<file path="src/rtl/mem_port_arbiter.sv">
// Round-robin sequencer that shares one synchronous memory port between
// instruction fetch and data access, with a single transaction in flight.
module mem_port_arbiter #(
  parameter int ADDR_W = 10,
  parameter int LAT    = 1
) (
  input  logic              clk,
  input  logic              rst,
  input  logic              if_req,
  input  logic [ADDR_W-1:0] if_addr,
  output logic [31:0]       if_rdata,
  output logic              if_valid,
  output logic              if_stall,
  input  logic              d_req,
  input  logic              d_we,
  input  logic [ADDR_W-1:0] d_addr,
  input  logic [31:0]       d_wdata,
  output logic [31:0]       d_rdata,
  output logic              d_valid,
  output logic              d_stall,
  output logic              mem_en,
  output logic              mem_we,
  output logic [ADDR_W-1:0] mem_addr,
  output logic [31:0]       mem_wdata,
  input  logic [31:0]       mem_rdata
);

  typedef enum logic [1:0] {IDLE, ACCESS, WAIT, DONE} stateT;
  typedef enum logic {OWN_IF, OWN_DATA} ownerT;

  localparam logic [2:0] CNT_INIT = 3'(LAT - 1);

  stateT      state;
  stateT      nextState;
  ownerT      owner;
  ownerT      lastOwner;
  ownerT      grantOwner;
  logic       grant;
  logic [2:0] cnt;

  // Arbitration and next-state: on a tie the requester that did not own
  // the previous transaction wins.
  always_comb begin
    nextState  = state;
    grant      = 1'b0;
    grantOwner = OWN_IF;
    case (state)
      IDLE: begin
        if (if_req || d_req) begin
          grant     = 1'b1;
          nextState = ACCESS;
          if (d_req && (!if_req || lastOwner == OWN_IF)) begin
            grantOwner = OWN_DATA;
          end
        end
      end
      ACCESS:  nextState = mem_we ? DONE : WAIT;
      WAIT:    if (cnt == 3'd0) nextState = DONE;
      DONE:    nextState = IDLE;
      default: nextState = IDLE;
    endcase
  end

  // The mem_* registers double as the latched request; they are loaded at
  // the grant edge so they are live only during the ACCESS cycle.
  always_ff @(posedge clk) begin
    if (rst) begin
      state     <= IDLE;
      owner     <= OWN_IF;
      lastOwner <= OWN_DATA;
      cnt       <= 3'd0;
      if_rdata  <= 32'd0;
      if_valid  <= 1'b0;
      d_rdata   <= 32'd0;
      d_valid   <= 1'b0;
      mem_en    <= 1'b0;
      mem_we    <= 1'b0;
      mem_addr  <= '0;
      mem_wdata <= 32'd0;
    end else begin
      state     <= nextState;
      mem_en    <= 1'b0;
      mem_we    <= 1'b0;
      mem_addr  <= '0;
      mem_wdata <= 32'd0;
      if_valid  <= 1'b0;
      d_valid   <= 1'b0;
      case (state)
        IDLE: begin
          if (grant) begin
            owner  <= grantOwner;
            mem_en <= 1'b1;
            if (grantOwner == OWN_DATA) begin
              mem_we    <= d_we;
              mem_addr  <= d_addr;
              mem_wdata <= d_wdata;
            end else begin
              mem_addr <= if_addr;
            end
          end
        end
        ACCESS: begin
          if (mem_we) begin
            if (owner == OWN_DATA) d_valid <= 1'b1;
            else                   if_valid <= 1'b1;
          end else begin
            cnt <= CNT_INIT;
          end
        end
        WAIT: begin
          if (cnt != 3'd0) begin
            cnt <= cnt - 3'd1;
          end else if (owner == OWN_DATA) begin
            d_rdata <= mem_rdata;
            d_valid <= 1'b1;
          end else begin
            if_rdata <= mem_rdata;
            if_valid <= 1'b1;
          end
        end
        DONE:    lastOwner <= owner;
        default: ;
      endcase
    end
  end

  assign if_stall = if_req & ~if_valid;
  assign d_stall  = d_req & ~d_valid;

endmodule
</file>
<file path="config.mk">
export PLATFORM = sky130hd
export DESIGN_NAME = mem_port_arbiter
export DESIGN_NICKNAME = d
export VERILOG_FILES = /design/src/rtl/mem_port_arbiter.sv
export SDC_FILE = /design/constraint.sdc
export NUM_CORES = 1
export LEC_CHECK = 0
export ABC_AREA = 1
export CAP_MARGIN = 20
export CORE_MARGIN = 4
export CORE_UTILIZATION = 37
export CTS_CLUSTER_SIZE = 12
export DETAILED_ROUTE_END_ITERATION = 12
export PLACE_DENSITY = 0.76
export SETUP_SLACK_MARGIN = 0.05
export SYNTH_ARGS = -nofsm -noshare
export SYNTH_HDL_FRONTEND = slang
export SYNTH_SLANG_ARGS = --single-unit
</file>
<file path="constraint.sdc">
create_clock -name clk -period 1.4 [get_ports clk]
set_input_delay 0.42 -clock clk [delete_from_list [all_inputs] [get_ports clk]]
set_output_delay 0.42 -clock clk [all_outputs]
set_load 0.005 [all_outputs]
</file>
==> run summary, run 1 <==
dominant cell type by area after synthesis - dfxtp_1
Max-Slew Margin vs Limit - 75.8%
placed cell areas - 0.00640 mm^2
Fin. Hold Viols - 0
critical path's largest stage delay - 0.33 ns
clk_lat worst skew - 0.40 ns
internal cell power - 8.44 mW
Site Rows - 38
starting DRC count in detailed routing - 266
critical path's slowest cell - dfxtp_2
Clock Skews - 0.0106 ns
Overflow after GRT - 0
CTS buffer count - 17
Gate power share - 29.6%
largest net degree at the start of global routing - 29
final net count - 837
synthesis-stage register bit count - 117
final period utilization - 108%
NetSw - 3.68 mW
drt total wl - 14800 um
Power Dens Cells - 1660 mW/mm^2
Worst Hold Launch - d_rdata[10]
gate count after technology mapping - 505
failing checks - negative setup slack
commonest non-fill, non-tap cell in the layout - nor2_1
Final min period - 1.51 ns
drt drc - 0
ratio of cells with drive above 1 in the final layout - 47.7%
Register Area - 0.00243 mm^2
FF-to-FF setup slack - -0.11 ns
CP bufs+invs - 4
crit-path leading delay family - buffers and inverters
Ys Warns - 0
most used cell, CP - ha_4
die height - 114 um
Crit Path Class - flop to flop
Max Cap Viol - 0
Final Util - 66.7%
# fillers - 888
kind of start point of the critical path - flop
Synth cell types - 24
fmax - 0.663 GHz
die width - 114 um
Reg clk slew, reported paths - 0.06 ns
worst hold path type - flop to flop
worst reg2reg endpoint - d_rdata[21]
initial antenna violation count - 0
RSZ-0062 raised after global routing - yes
hold_ws - 0.456 ns
leakage power - 3.35 nW
IO buf count - 200
top cells by area, synth - dfxtp_1 56%, nor2_1 9.5%, nand2_1 5.7%
vias per cell - 4.85
WP data required - 1.73 ns
H-tree Lvls - 4
first-pass GRT wire length - 21300 um
switch share - 30.4%
post-synthesis sequential area ratio - 56.0%
starting density of the core - 38.2%
Core ar. - 0.0109 mm^2
first drt pass iteration count - 4
synthesized area per cell - 8.28 um^2
multi-input logic area - 0.00177 mm^2
Clock Path Buffers - 2
Synth-to-Final Area Change - 74.4%
Pwr Total - 12.1 mW
HPWL Detailed - 9260 um
worst min-delay path endpoint - d_rdata[10]
WHS Path Cells - 2
worst IR drop on VDD - 0.000823 V
Clk pwr share - 36.0%
antenna viol nets, final - 0
Final WS setup - -0.108 ns
Net Count, Synth - 600
Slew Viols, Final - 0
power share of the sequential group - 34.4%
Setup violations, final - 66
worst slew pin tran - 0.361 ns
CTS tree - built
CP cell instances - inv_2, ha_4, ha_4, nand2_4, buf_6, inv_8, nand2_8, buf_8, nand2_2, a21oi_2
# IOs - 201
GPL Wtd Cong - 0.858
RR Startpoint - cnt[0]
gr usage total - 20.4%
Root Driver - clkbuf_16
Finished Cell Area - 0.00729 mm^2
diode count - 0
top-area cell type share of the netlist area - 56.0%
post-synthesis cell area - 0.00418 mm^2
die area - 0.0131 mm^2
clock sink count - 117
Worst Path Arrival - 1.83 ns
vias in the first global route - 4527
WL/cell - 16.6 um
commonest cells after routing, fill and taps aside - 90 x nor2_1, 85 x clkdlybuf4s50_1, 85 x buf_2, 67 x dfxtp_2, 49 x dfxtp_1
peak fanout along the critical path - 6
CP endpoint kind - flop
status - complete, but fails checks
via count - 4337
R2R cell count - 10
-- how the worst max path moves through the flow --
stage,from,endpoint,cells after the start
floorplan,cnt[0],d_rdata[10],9
finish,cnt[0],d_rdata[21],10
CTS,cnt[1],if_rdata[31],9
global placement,d_req,d_stall,4
global route,cnt[0],if_rdata[18],9
detailed placement,d_req,d_stall,4
-- routing by layer --
metal / track usage [%] / vias to the layer above / wire, um
li1: - / 2063 / -
met1: 23.1 / 2079 / 5780
met2: 35.5 / 161 / 7680
met3: 5.50 / 34 / 951
met4: 9.74 / 0 / 437
met5: 0 / - / 0
-- registers in the layout, summed over array words and instances (netlist names) --
| signal | flops |
|---|---|
| cnt | 3 |
| d_rdata | 32 |
| d_valid | 1 |
| if_rdata | 32 |
| if_valid | 1 |
| lastOwner | 1 |
| mem_addr | 10 |
| mem_en | 1 |
| mem_wdata | 32 |
| mem_we | 1 |
| owner | 1 |
| state | 2 |
-- power groups by stage --
stage	clock (mW)	sequential (mW)	combinational [mW]
finish	4.37	4.17	3.59
global route	4.61	4.23	3.84
CTS	4.40	4.14	3.15
detailed placement	0	4.13	2.96
global placement	0	4.11	2.89
floorplan	0	4.15	1.32
-- per-stage QoR --
step	cells	setup TNS [ns]	setup WS [ns]
4_1_cts	884	-0.0356	-0.00898
6_report	894	-3.16	-0.108
2_1_floorplan	505	0	0.0710
5_1_grt	894	-5.82	-0.162
3_5_place_dp	840	-15.46	-0.551
3_3_place_gp	840	-12.63	-0.538
-- tightest hold or removal path, cell delays in order, from the launching register on --
cell and delay (ns):
dfxtp_2 0.32, nand2_2 0.06, a21oi_2 0.04
-- logic make-up after synthesis --
kind of cell             after synthesis  share of synthesized area (%)
AO/OA/AOI/OAI                         84                           10.6
adder cells (fa/ha/maj)                6                           1.80
AND/OR/NAND/NOR                      215                           21.3
buffers and inverters                 83                           10.4
flip-flops                           117                           56.0
-- timing repair --
item,CTS,global route
hold buffers,0,0
resized for setup,491,145
pin swaps,12,18
buffers inserted,10,4
endpoints found under the setup margin,214,146
gates cloned,3,6
-- cells in the mapped netlist, drive strengths merged --
cell type,count
o21ai,35
inv,54
nor4,2
buf,18
nor2,107
ha,6
or2,1
clkbuf,11
a21oi,48
nand3,35
dfxtp,117
nand2,70
o31ai,1
-- final cells by class --
class	instances	area share, %
flip-flops and latches	117	33.3
multi-input cells	305	24.3
inverters	54	2.95
clock inverters	12	2.15
well taps	140	2.40
repair buffers	247	28.8
clock buffers	19	6.08
Power figures use the tool's default switching activity.
==> run 2: changes to the inputs <==
--- a/config.mk
+++ b/config.mk
@@ -11,6 +11,7 @@
 export CORE_UTILIZATION = 37
 export CTS_CLUSTER_SIZE = 12
 export DETAILED_ROUTE_END_ITERATION = 12
+export GPL_TIMING_DRIVEN = 0
 export PLACE_DENSITY = 0.76
 export SETUP_SLACK_MARGIN = 0.05
 export SYNTH_ARGS = -nofsm -noshare
==> run 2 against run 1 <==
Against the previous run: the flow still finishes with violations (negative setup slack); non-clock buffer count increased by 7; count of clock-buffer cells in the layout increased by 6; cell area decreased by 4.3%; sequential cell count unchanged; wire length decreased by 7.8%; clock power about the same; via count decreased by 2.2%; critical path depth decreased by 1; first-iteration DRC count decreased by 27%; critical path type unchanged.
==> run summary, run 2 (synthesis gave the netlist of run 1 again) <==
drt drc - 0
gr usage total - 20.9%
antenna viol nets, final - 0
M3 GR Usage - 6.45%
Crit Path Class - flop to flop
starting density of the core - 38.2%
Clock Skews - 0.00746 ns
Hold-fix buffers, CTS - 0
Final min period - 1.47 ns
commonest non-fill, non-tap cell in the layout - buf_2
RSZ-0062 raised after global routing - yes
CP bufs+invs - 3
critical path's largest stage delay - 0.33 ns
die area - 0.0131 mm^2
vias in the first global route - 4287
vias per cell - 4.72
Setup violations, final - 36
worst slew pin tran - 0.509 ns
Pwr Total - 11.8 mW
via count - 4240
first drt pass iteration count - 4
IO buf count - 200
starting DRC count in detailed routing - 195
critical path's slowest cell - dfxtp_2
Final WS setup - -0.0662 ns
Core ar. - 0.0109 mm^2
GR Layer Usage met2 - 36.2%
Slew Viols, Final - 0
crit-path leading delay family - flip-flops
Fin. Hold Viols - 0
pre-CTS setup slack - -0.628 ns
Root Driver - clkbuf_16
M1 GR Usage - 23.6%
GPL Wtd Cong - 0.827
GR peak layer - met2
CP cell instances - inv_2, ha_4, ha_4, nand2_4, nor2_4, buf_4, buf_8, o21ai_1, nor2_1
HPWL Detailed - 9530 um
Synth-to-Final Area Change - 66.8%
worst hold path type - flop to flop
status - complete, but fails checks
Worst Hold Launch - d_rdata[17]
first-pass GRT wire length - 21500 um
Non-Filler Instances - 899
Reg clk slew, reported paths - 0.05 ns
CP endpoint kind - flop
clock sink count - 117
die height - 114 um
Overflow after GRT - 0
clk_lat worst skew - 0.40 ns
worst IR drop on VDD - 0.000996 V
ratio of cells with drive above 1 in the final layout - 40.7%
FF-to-FF setup slack - -0.07 ns
fmax - 0.682 GHz
most used cell, CP - ha_4
largest net degree at the start of global routing - 17
Worst Path Arrival - 1.76 ns
diode count - 0
WL/cell - 15.2 um
RR Startpoint - cnt[0]
leakage power - 3.31 nW
Site Rows - 38
Power Dens Cells - 1700 mW/mm^2
R2R cell count - 9
final period utilization - 105%
top flop regs - d_rdata: 32 flops, if_rdata: 32 flops, mem_wdata: 32 flops
WHS Path Cells - 2
CTS buffer count - 17
Max-Slew Margin vs Limit - 66.0%
failing checks - negative setup slack
kind of start point of the critical path - flop
# fillers - 943
hold_ws - 0.458 ns
commonest cells after routing, fill and taps aside - 99 x buf_2, 96 x nor2_1, 86 x clkdlybuf4s50_1, 62 x nand2_1, 62 x dfxtp_2
H-tree Lvls - 4
Max Cap Viol - 0
drt total wl - 13700 um
die width - 114 um
CTS tree - built
peak fanout along the critical path - 10
Clock Path Buffers - 2
initial antenna violation count - 0
worst reg2reg endpoint - if_rdata[23]
Placed Cells - 845
final net count - 844
# IOs - 201
worst min-delay path endpoint - d_rdata[17]
WP data required - 1.69 ns
## run 2: changes by cell type in the layout (fill, tap and decap cells not counted), sizes merged
cell           before  now
buf               127  140
clkinv              5    1
clkinvlp            4    0
clkbuf             50   51
clkdlybuf4s15       3    2
dlygate4sd2         1    0
clkdlybuf4s50      85   86
## run 2: cell type report
type / count / area (um^2) / area share, %
multi-input combinational: 305 / 1590 / 22.7
clock inverter: 4 / 95.1 / 1.36
clock buffer: 25 / 495 / 7.10
timing repair buffer: 225 / 1670 / 24.0
buffer: 29 / 315 / 4.52
tap: 140 / 175 / 2.51
inverter: 54 / 210 / 3.01
sequential: 117 / 2420 / 34.8
## run 2: worst min-delay path, delay by kind of cell, from the launching register on
| kind | cells | cell delay (ns) |
|---|---|---|
| and+or+nand+nor | 1 | 0.05 |
| DFF | 1 | 0.31 |
| AOI/OAI and AO/OA | 1 | 0.05 |
## run 2: stage by stage
stage	util (%)	cell area, um^2	setup TNS (ns)
floorplan	-	4190	0
global placement	58.2	6370	-28.35
detailed placement	58.2	6370	-30.56
CTS	64.1	7010	-0.335
global route	63.8	6970	-5.34
finish	63.8	6970	-0.698
## run 2: how the worst max path moves through the flow
| stage | from | end | slack [ns] | cells past startpoint |
|---|---|---|---|---|
| floorplan | cnt[0] | d_rdata[10] | 0.07 | 9 |
| global placement | d_req | d_stall | -0.58 | 4 |
| detailed placement | if_req | if_stall | -0.63 | 4 |
| CTS | cnt[1] | if_rdata[24] | -0.04 | 9 |
| global route | cnt[0] | if_rdata[7] | -0.15 | 9 |
| finish | cnt[0] | if_rdata[23] | -0.07 | 9 |
## run 2: power by group
group,switching [mW],internal (mW)
registers,0.259,3.90
clock network,1.38,2.95
logic,1.70,1.64
## run 2: timing repair
item                                    CTS  global route
cloned                                    6             0
endpoints found under the setup margin  218           137
buffers inserted                         16             3
pin swaps                                12            10
gates resized for setup                 548            60
## run 2: per-layer routing
layer | share of wire, % | vias up
met5 | 0 | -
met2 | 52 | 174
met3 | 7.5 | 31
met4 | 2.4 | 0
li1 | - | 2075
met1 | 38 | 1960
